### src/rtl/decode_stage_hs.sv
// RV32I decode stage with valid/ready handshake, D->E pipeline register, load-use interlock,
// flush, write-back bypass and a saturating interlock-stall counter.
module decode_stage_hs #(
  parameter int unsigned XLEN      = 32,
  parameter int unsigned REG_COUNT = 32,
  parameter int unsigned REG_ADDR  = 5,
  parameter int unsigned CNT_W     = 16
) (
  input  logic                clk,
  input  logic                reset,
  input  logic                validD,
  input  logic [XLEN-1:0]     pcD,
  input  logic [XLEN-1:0]     instrD,
  output logic                readyD,
  input  logic                flushD,
  input  logic                readyE,
  input  logic                regWriteW,
  input  logic [REG_ADDR-1:0] writeRegW,
  input  logic [XLEN-1:0]     resultW,
  output logic [REG_ADDR-1:0] raddr1D,
  output logic [REG_ADDR-1:0] raddr2D,
  output logic                validE,
  output logic                regWriteE,
  output logic                memWriteE,
  output logic                mem2regE,
  output logic                branchE,
  output logic                finishE,
  output logic                illegalE,
  output logic [3:0]          ALUControlE,
  output logic [1:0]          ALUSrcE,
  output logic [XLEN-1:0]     rdata1E,
  output logic [XLEN-1:0]     rdata2E,
  output logic [XLEN-1:0]     immE,
  output logic [XLEN-1:0]     pcE,
  output logic [REG_ADDR-1:0] writeRegE,
  output logic [REG_ADDR-1:0] raddr1E,
  output logic [REG_ADDR-1:0] raddr2E,
  output logic [CNT_W-1:0]    stallCount
);

  localparam logic [6:0] OpLui    = 7'b0110111;
  localparam logic [6:0] OpAuipc  = 7'b0010111;
  localparam logic [6:0] OpJal    = 7'b1101111;
  localparam logic [6:0] OpJalr   = 7'b1100111;
  localparam logic [6:0] OpBranch = 7'b1100011;
  localparam logic [6:0] OpLoad   = 7'b0000011;
  localparam logic [6:0] OpStore  = 7'b0100011;
  localparam logic [6:0] OpOpImm  = 7'b0010011;
  localparam logic [6:0] OpOp     = 7'b0110011;

  localparam logic [3:0] AluAdd  = 4'd0;
  localparam logic [3:0] AluSub  = 4'd1;
  localparam logic [3:0] AluSll  = 4'd2;
  localparam logic [3:0] AluSlt  = 4'd3;
  localparam logic [3:0] AluSltu = 4'd4;
  localparam logic [3:0] AluXor  = 4'd5;
  localparam logic [3:0] AluSrl  = 4'd6;
  localparam logic [3:0] AluSra  = 4'd7;
  localparam logic [3:0] AluOr   = 4'd8;
  localparam logic [3:0] AluAnd  = 4'd9;

  // ALU source select: 0 = rs2, 1 = immediate, 2 = pc-relative
  localparam logic [1:0] SrcReg = 2'd0;
  localparam logic [1:0] SrcImm = 2'd1;
  localparam logic [1:0] SrcPc  = 2'd2;

  logic [6:0]          opcode;
  logic [2:0]          funct3;
  logic [31:0]         imm_i, imm_s, imm_b, imm_u, imm_j, imm32;
  logic [XLEN-1:0]     imm_d;
  logic [3:0]          alu_fn, alu_ctl;
  logic [1:0]          alu_src;
  logic                reg_write, mem_write, mem2reg, branch, finish, illegal;
  logic                uses1, uses2;
  logic [REG_ADDR-1:0] rd_d;
  logic [XLEN-1:0]     rdata1_d, rdata2_d;
  logic                hz, adv;
  logic [XLEN-1:0]     regs [REG_COUNT];

  assign opcode  = instrD[6:0];
  assign funct3  = instrD[14:12];
  assign rd_d    = REG_ADDR'(instrD[11:7]);
  assign raddr1D = REG_ADDR'(instrD[19:15]);
  assign raddr2D = REG_ADDR'(instrD[24:20]);

  assign imm_i = {{20{instrD[31]}}, instrD[31:20]};
  assign imm_s = {{20{instrD[31]}}, instrD[31:25], instrD[11:7]};
  assign imm_b = {{19{instrD[31]}}, instrD[31], instrD[7], instrD[30:25], instrD[11:8], 1'b0};
  assign imm_u = {instrD[31:12], 12'b0};
  assign imm_j = {{11{instrD[31]}}, instrD[31], instrD[19:12], instrD[20], instrD[30:21], 1'b0};
  assign imm_d = XLEN'($signed(imm32));

  always_comb begin
    alu_fn = AluAdd;
    case (funct3)
      3'b000:  alu_fn = (opcode == OpOp && instrD[30]) ? AluSub : AluAdd;
      3'b001:  alu_fn = AluSll;
      3'b010:  alu_fn = AluSlt;
      3'b011:  alu_fn = AluSltu;
      3'b100:  alu_fn = AluXor;
      3'b101:  alu_fn = instrD[30] ? AluSra : AluSrl;
      3'b110:  alu_fn = AluOr;
      default: alu_fn = AluAnd;
    endcase
  end

  always_comb begin
    reg_write = 1'b0;
    mem_write = 1'b0;
    mem2reg   = 1'b0;
    branch    = 1'b0;
    finish    = 1'b0;
    illegal   = 1'b0;
    alu_ctl   = AluAdd;
    alu_src   = SrcReg;
    imm32     = '0;
    uses1     = 1'b1;
    uses2     = 1'b0;
    case (opcode)
      OpLui:    begin reg_write = 1'b1; alu_src = SrcImm; imm32 = imm_u; uses1 = 1'b0; end
      OpAuipc:  begin reg_write = 1'b1; alu_src = SrcPc;  imm32 = imm_u; end
      OpJal: begin
        reg_write = 1'b1; branch = 1'b1; alu_src = SrcPc; imm32 = imm_j; uses1 = 1'b0;
      end
      OpJalr:   begin reg_write = 1'b1; branch = 1'b1; alu_src = SrcImm; imm32 = imm_i; end
      OpBranch: begin branch = 1'b1; alu_ctl = AluSub; imm32 = imm_b; uses2 = 1'b1; end
      OpLoad:   begin reg_write = 1'b1; mem2reg = 1'b1; alu_src = SrcImm; imm32 = imm_i; end
      OpStore:  begin mem_write = 1'b1; alu_src = SrcImm; imm32 = imm_s; uses2 = 1'b1; end
      OpOpImm:  begin reg_write = 1'b1; alu_src = SrcImm; imm32 = imm_i; alu_ctl = alu_fn; end
      OpOp:     begin reg_write = 1'b1; alu_ctl = alu_fn; uses2 = 1'b1; end
      default:  begin finish = 1'b1; illegal = 1'b1; end
    endcase
  end

  // Same-cycle write-back wins over the stored value; x0 always reads zero.
  always_comb begin
    rdata1_d = '0;
    rdata2_d = '0;
    if (raddr1D != '0) begin
      if (regWriteW && writeRegW == raddr1D) rdata1_d = resultW;
      else if (32'(raddr1D) < REG_COUNT)     rdata1_d = regs[raddr1D];
    end
    if (raddr2D != '0) begin
      if (regWriteW && writeRegW == raddr2D) rdata2_d = resultW;
      else if (32'(raddr2D) < REG_COUNT)     rdata2_d = regs[raddr2D];
    end
  end

  always_ff @(posedge clk) begin
    if (reset) begin
      for (int unsigned i = 0; i < REG_COUNT; i++) regs[i] <= '0;
    end else if (regWriteW && writeRegW != '0 && 32'(writeRegW) < REG_COUNT) begin
      regs[writeRegW] <= resultW;
    end
  end

  assign hz = validD && validE && mem2regE && (writeRegE != '0) &&
              ((uses1 && raddr1D == writeRegE) || (uses2 && raddr2D == writeRegE));
  assign adv    = !validE || readyE;
  assign readyD = flushD || (adv && !hz);

  always_ff @(posedge clk) begin
    if (reset) begin
      validE      <= 1'b0;
      regWriteE   <= 1'b0;
      memWriteE   <= 1'b0;
      mem2regE    <= 1'b0;
      branchE     <= 1'b0;
      finishE     <= 1'b0;
      illegalE    <= 1'b0;
      ALUControlE <= '0;
      ALUSrcE     <= '0;
      rdata1E     <= '0;
      rdata2E     <= '0;
      immE        <= '0;
      pcE         <= '0;
      writeRegE   <= '0;
      raddr1E     <= '0;
      raddr2E     <= '0;
    end else if (adv) begin
      if (flushD || hz || !validD) begin
        // Bubble: only the control bits matter, data fields are left as they were.
        validE    <= 1'b0;
        regWriteE <= 1'b0;
        memWriteE <= 1'b0;
        mem2regE  <= 1'b0;
        branchE   <= 1'b0;
        finishE   <= 1'b0;
        illegalE  <= 1'b0;
      end else begin
        validE      <= 1'b1;
        regWriteE   <= reg_write;
        memWriteE   <= mem_write;
        mem2regE    <= mem2reg;
        branchE     <= branch;
        finishE     <= finish;
        illegalE    <= illegal;
        ALUControlE <= alu_ctl;
        ALUSrcE     <= alu_src;
        rdata1E     <= rdata1_d;
        rdata2E     <= rdata2_d;
        immE        <= imm_d;
        pcE         <= pcD;
        writeRegE   <= rd_d;
        raddr1E     <= raddr1D;
        raddr2E     <= raddr2D;
      end
    end
  end

  always_ff @(posedge clk) begin
    if (reset) begin
      stallCount <= '0;
    end else if (adv && hz && !flushD && stallCount != '1) begin
      stallCount <= stallCount + 1'b1;
    end
  end

endmodule

### config.mk
export PLATFORM = sky130hd
export DESIGN_NAME = decode_stage_hs
export DESIGN_NICKNAME = d
export VERILOG_FILES = /design/src/rtl/decode_stage_hs.sv
export SDC_FILE = /design/constraint.sdc
export NUM_CORES = 2
export LEC_CHECK = 0
export BUFFER_PORTS_ARGS = -buffer_cell sky130_fd_sc_hd__clkbuf_2
export CAP_MARGIN = 20
export CORE_ASPECT_RATIO = 0.9
export CORE_MARGIN = 10
export CORE_UTILIZATION = 56
export CTS_CLUSTER_DIAMETER = 80
export CTS_CLUSTER_SIZE = 20
export DETAILED_ROUTE_END_ITERATION = 8
export MAX_ROUTING_LAYER = met4
export PLACE_DENSITY = 0.83
export SLEW_MARGIN = 20
export SYNTH_ARGS = -nofsm -noshare
export SYNTH_HDL_FRONTEND = slang
export SYNTH_SLANG_ARGS = --single-unit
### constraint.sdc
create_clock -name clk -period 3.87 [get_ports clk]
set_input_delay 1.161 -clock clk [delete_from_list [all_inputs] [get_ports clk]]
set_output_delay 1.161 -clock clk [all_outputs]
set_load 0.01 [all_outputs]
==> flow_metrics.tcl <==
set metrics [dict create \
    core_mm2 0.109 \
    r2r_cells 9 \
    setup_ws_ps 80.4 \
    ys_ff_latch 1195 \
    cp.arrival_ps 2630 \
    yosysTopAreaCellShare 0.502 \
    syn_area_per_cell_um2 13.1 \
    yosysMostFrequentCell "edfxtp_1" \
    stdcell_count 6396 \
    clock_latency_ps 690 \
    netlist_area_mm2 0.0613 \
    synth_top_area_cell "edfxtp_1" \
    post_cts_buffers 0 \
    drv_slew 0 \
    io_buffer_count 289 \
    synth.area.top_cells "edfxtp_1, mux4_2, and2_1" \
    hpwl_um 132000 \
    reg2reg_to "raddr2E[1]" \
    drt_iter0_drc 7420 \
    seqPwrFrac 0.559 \
    synthTopCellsByCount "edfxtp_1, and2_1, clkbuf_1" \
    post-place-ws_ps -106 \
    critPathMaxFanout 5 \
    synth.distinct_cells 60 \
    fin_skew_ps 34.1 \
    synth_flop_cell "edfxtp_1" \
    worst_slew_margin_rel 0.0581 \
    clkPwrFrac 0.304 \
    synth_edf_count 1024 \
    holdBufCountCts 0 \
    p_total_mw 27.0 \
    synth_cells 4685 \
    power.leakage_nw 24.3 \
    startpoint_type "flop" \
    clk_pin_slew_worst_paths_ps 80 \
    antenna_found_initial 17 \
    grt_max_degree 94 \
    grt_pass1_vias 44000 \
    fp.dieH_um 334 \
    critPathLaunch "writeRegE[1]" \
    fin_area_mm2 0.0678 \
    worst_pin_slew_ps 1400 \
    cts_buffer_depth 3 \
    cp.required_ps 2710 \
    cts_tree "built" \
    grt_pass1_wl_um 300000 \
    vias 44900 \
    fin_util 0.623 \
    h-tree-depth 3 \
    finalHoldViolations 0 \
    ys_seq_area_frac 0.558 \
    gr-total-overflow 0 \
    drt_pass1_iterations 7 \
    power.net_switching_mw 7.07 \
    reg2reg_from "writeRegE[1]" \
    die_w_um 369 \
    rows 115 \
    cts-root-buf "clkbuf_16" \
    combPwrFrac 0.138 \
    holdPathStages 2 \
    grt_setup_unrepaired "false" \
    endpoint_kind "primary output" \
    clkSinkCount 1195 \
    viasPerCell 7.02 \
    max_freq_ghz 0.264 \
    setup_violations 0 \
    cts_resized 0 \
    synth_warnings 0 \
    p_int_mw 19.9 \
    critPathKind "reg -> out" \
    die_area_mm2 0.123 \
    r2r_slack_ps 760 \
    fin_crit_sh 0.979 \
    start_util 0.563 \
    pin_count 290 \
    gp_congestion 0.952 \
    placed_area_mm2 0.0656 \
    syn2layout_area_growth_pct 10.7 \
    period_needed_ps 3790 \
    grtUsageTotal 0.340 \
    max_cap_viol_count 0 \
    min_path_type "reg -> reg" \
    drive_gt1_frac 0.239 \
    hold_ws_ps 458 \
    numCtsBuffers 72 \
    dpl.cell_count 6249 \
    route.detailed.drc 0 \
    p_per_area_mw_per_mm2 398 \
    endpoint "readyD" \
    swShare 0.262 \
    ant_nets 0 \
    fin_tns_setup_ps 0 \
    async_reset_ff_frac 0 \
    peakVddDrop_mv 0.343 \
    nets 4969 \
    totalWireLength_um 210000 \
    status "finished clean" \
    fillers 7889 \
    avgRoutedWirePerCell_um 32.9 \
]
## cell families after synthesis
family / after synthesis / share of synthesized area
AO/OA/AOI/OAI: 617 / 0.0683
XOR/XNOR: 29 / 0.00414
adder cells (fa/ha/maj): 1 / 0.000204
buffers and inverters: 497 / 0.0336
flip-flops: 1195 / 0.558
multiplexers: 690 / 0.184
other: 1 / 0.0000612
AND/OR/NAND/NOR: 1655 / 0.153
## sequential cells by signal (all words and copies together) (netlist names), 2 cells and up
name and count:
writeRegE 5, regs 1024, pcE 32, rdata1E 32, ALUSrcE 2, raddr2E 5
immE 32, ALUControlE 4, rdata2E 32, raddr1E 5, stallCount 16
## layer usage
metal	wire, µm	global-route usage
met1	70400	0.410
met2	92000	0.492
met5	0	-
met4	12300	0.168
met3	35700	0.143
## worst max-delay path, stage by stage, from the launching register on
cell and delay [ps]:
dfxtp_1 440, or4_1 590, o2111ai_1 260, a211oi_1 90, a21oi_2 280, a21o_1 160, clkbuf_2 140
## layout make-up
cell class,count,area (µm²),area share
inverters,4,15.0,0.000221
flip-flops and latches,1195,34200,0.504
well taps,1462,1830,0.0270
clock buffers,121,2100,0.0310
clock inverters,10,91.3,0.00135
repair buffers,564,4260,0.0628
multi-input cells,3024,25300,0.373
diodes,16,40.0,0.000590
## power groups by stage
stage | Sequential (mW) | Clock, mW | Combinational, mW
detailed placement | 15.3 | 0 | 3.56
global route | 15.1 | 8.61 | 3.82
floorplan | 15.2 | 0 | 2.10
finish | 15.1 | 8.19 | 3.71
CTS | 15.0 | 8.19 | 3.58
global placement | 15.2 | 0 | 3.50
## cell usage in the layout, fill, tap and decap left out, types with 82 or more instances in the layout
| master | n |
|---|---|
| buf_4 | 224 |
| mux2i_1 | 253 |
| mux4_2 | 337 |
| clkbuf_2 | 280 |
| edfxtp_1 | 1024 |
| mux2_2 | 100 |
| o21ai_0 | 82 |
| a22oi_1 | 132 |
| o22ai_1 | 158 |
| dfxtp_1 | 171 |
| and2_1 | 1001 |
| nor2_1 | 189 |
| nand2_1 | 153 |
## worst min path at each step
stage	start	end	slack (ps)
floorplan	ALUControlE[0]	ALUControlE[0]	480
global placement	immE[5]	immE[5]	440
detailed placement	raddr2E[3]	raddr2E[3]	450
CTS	raddr2E[3]	raddr2E[3]	460
global route	raddr2E[0]	raddr2E[0]	480
finish	raddr2E[3]	raddr2E[3]	460
Note: power is estimated with default switching activity, not from simulation.
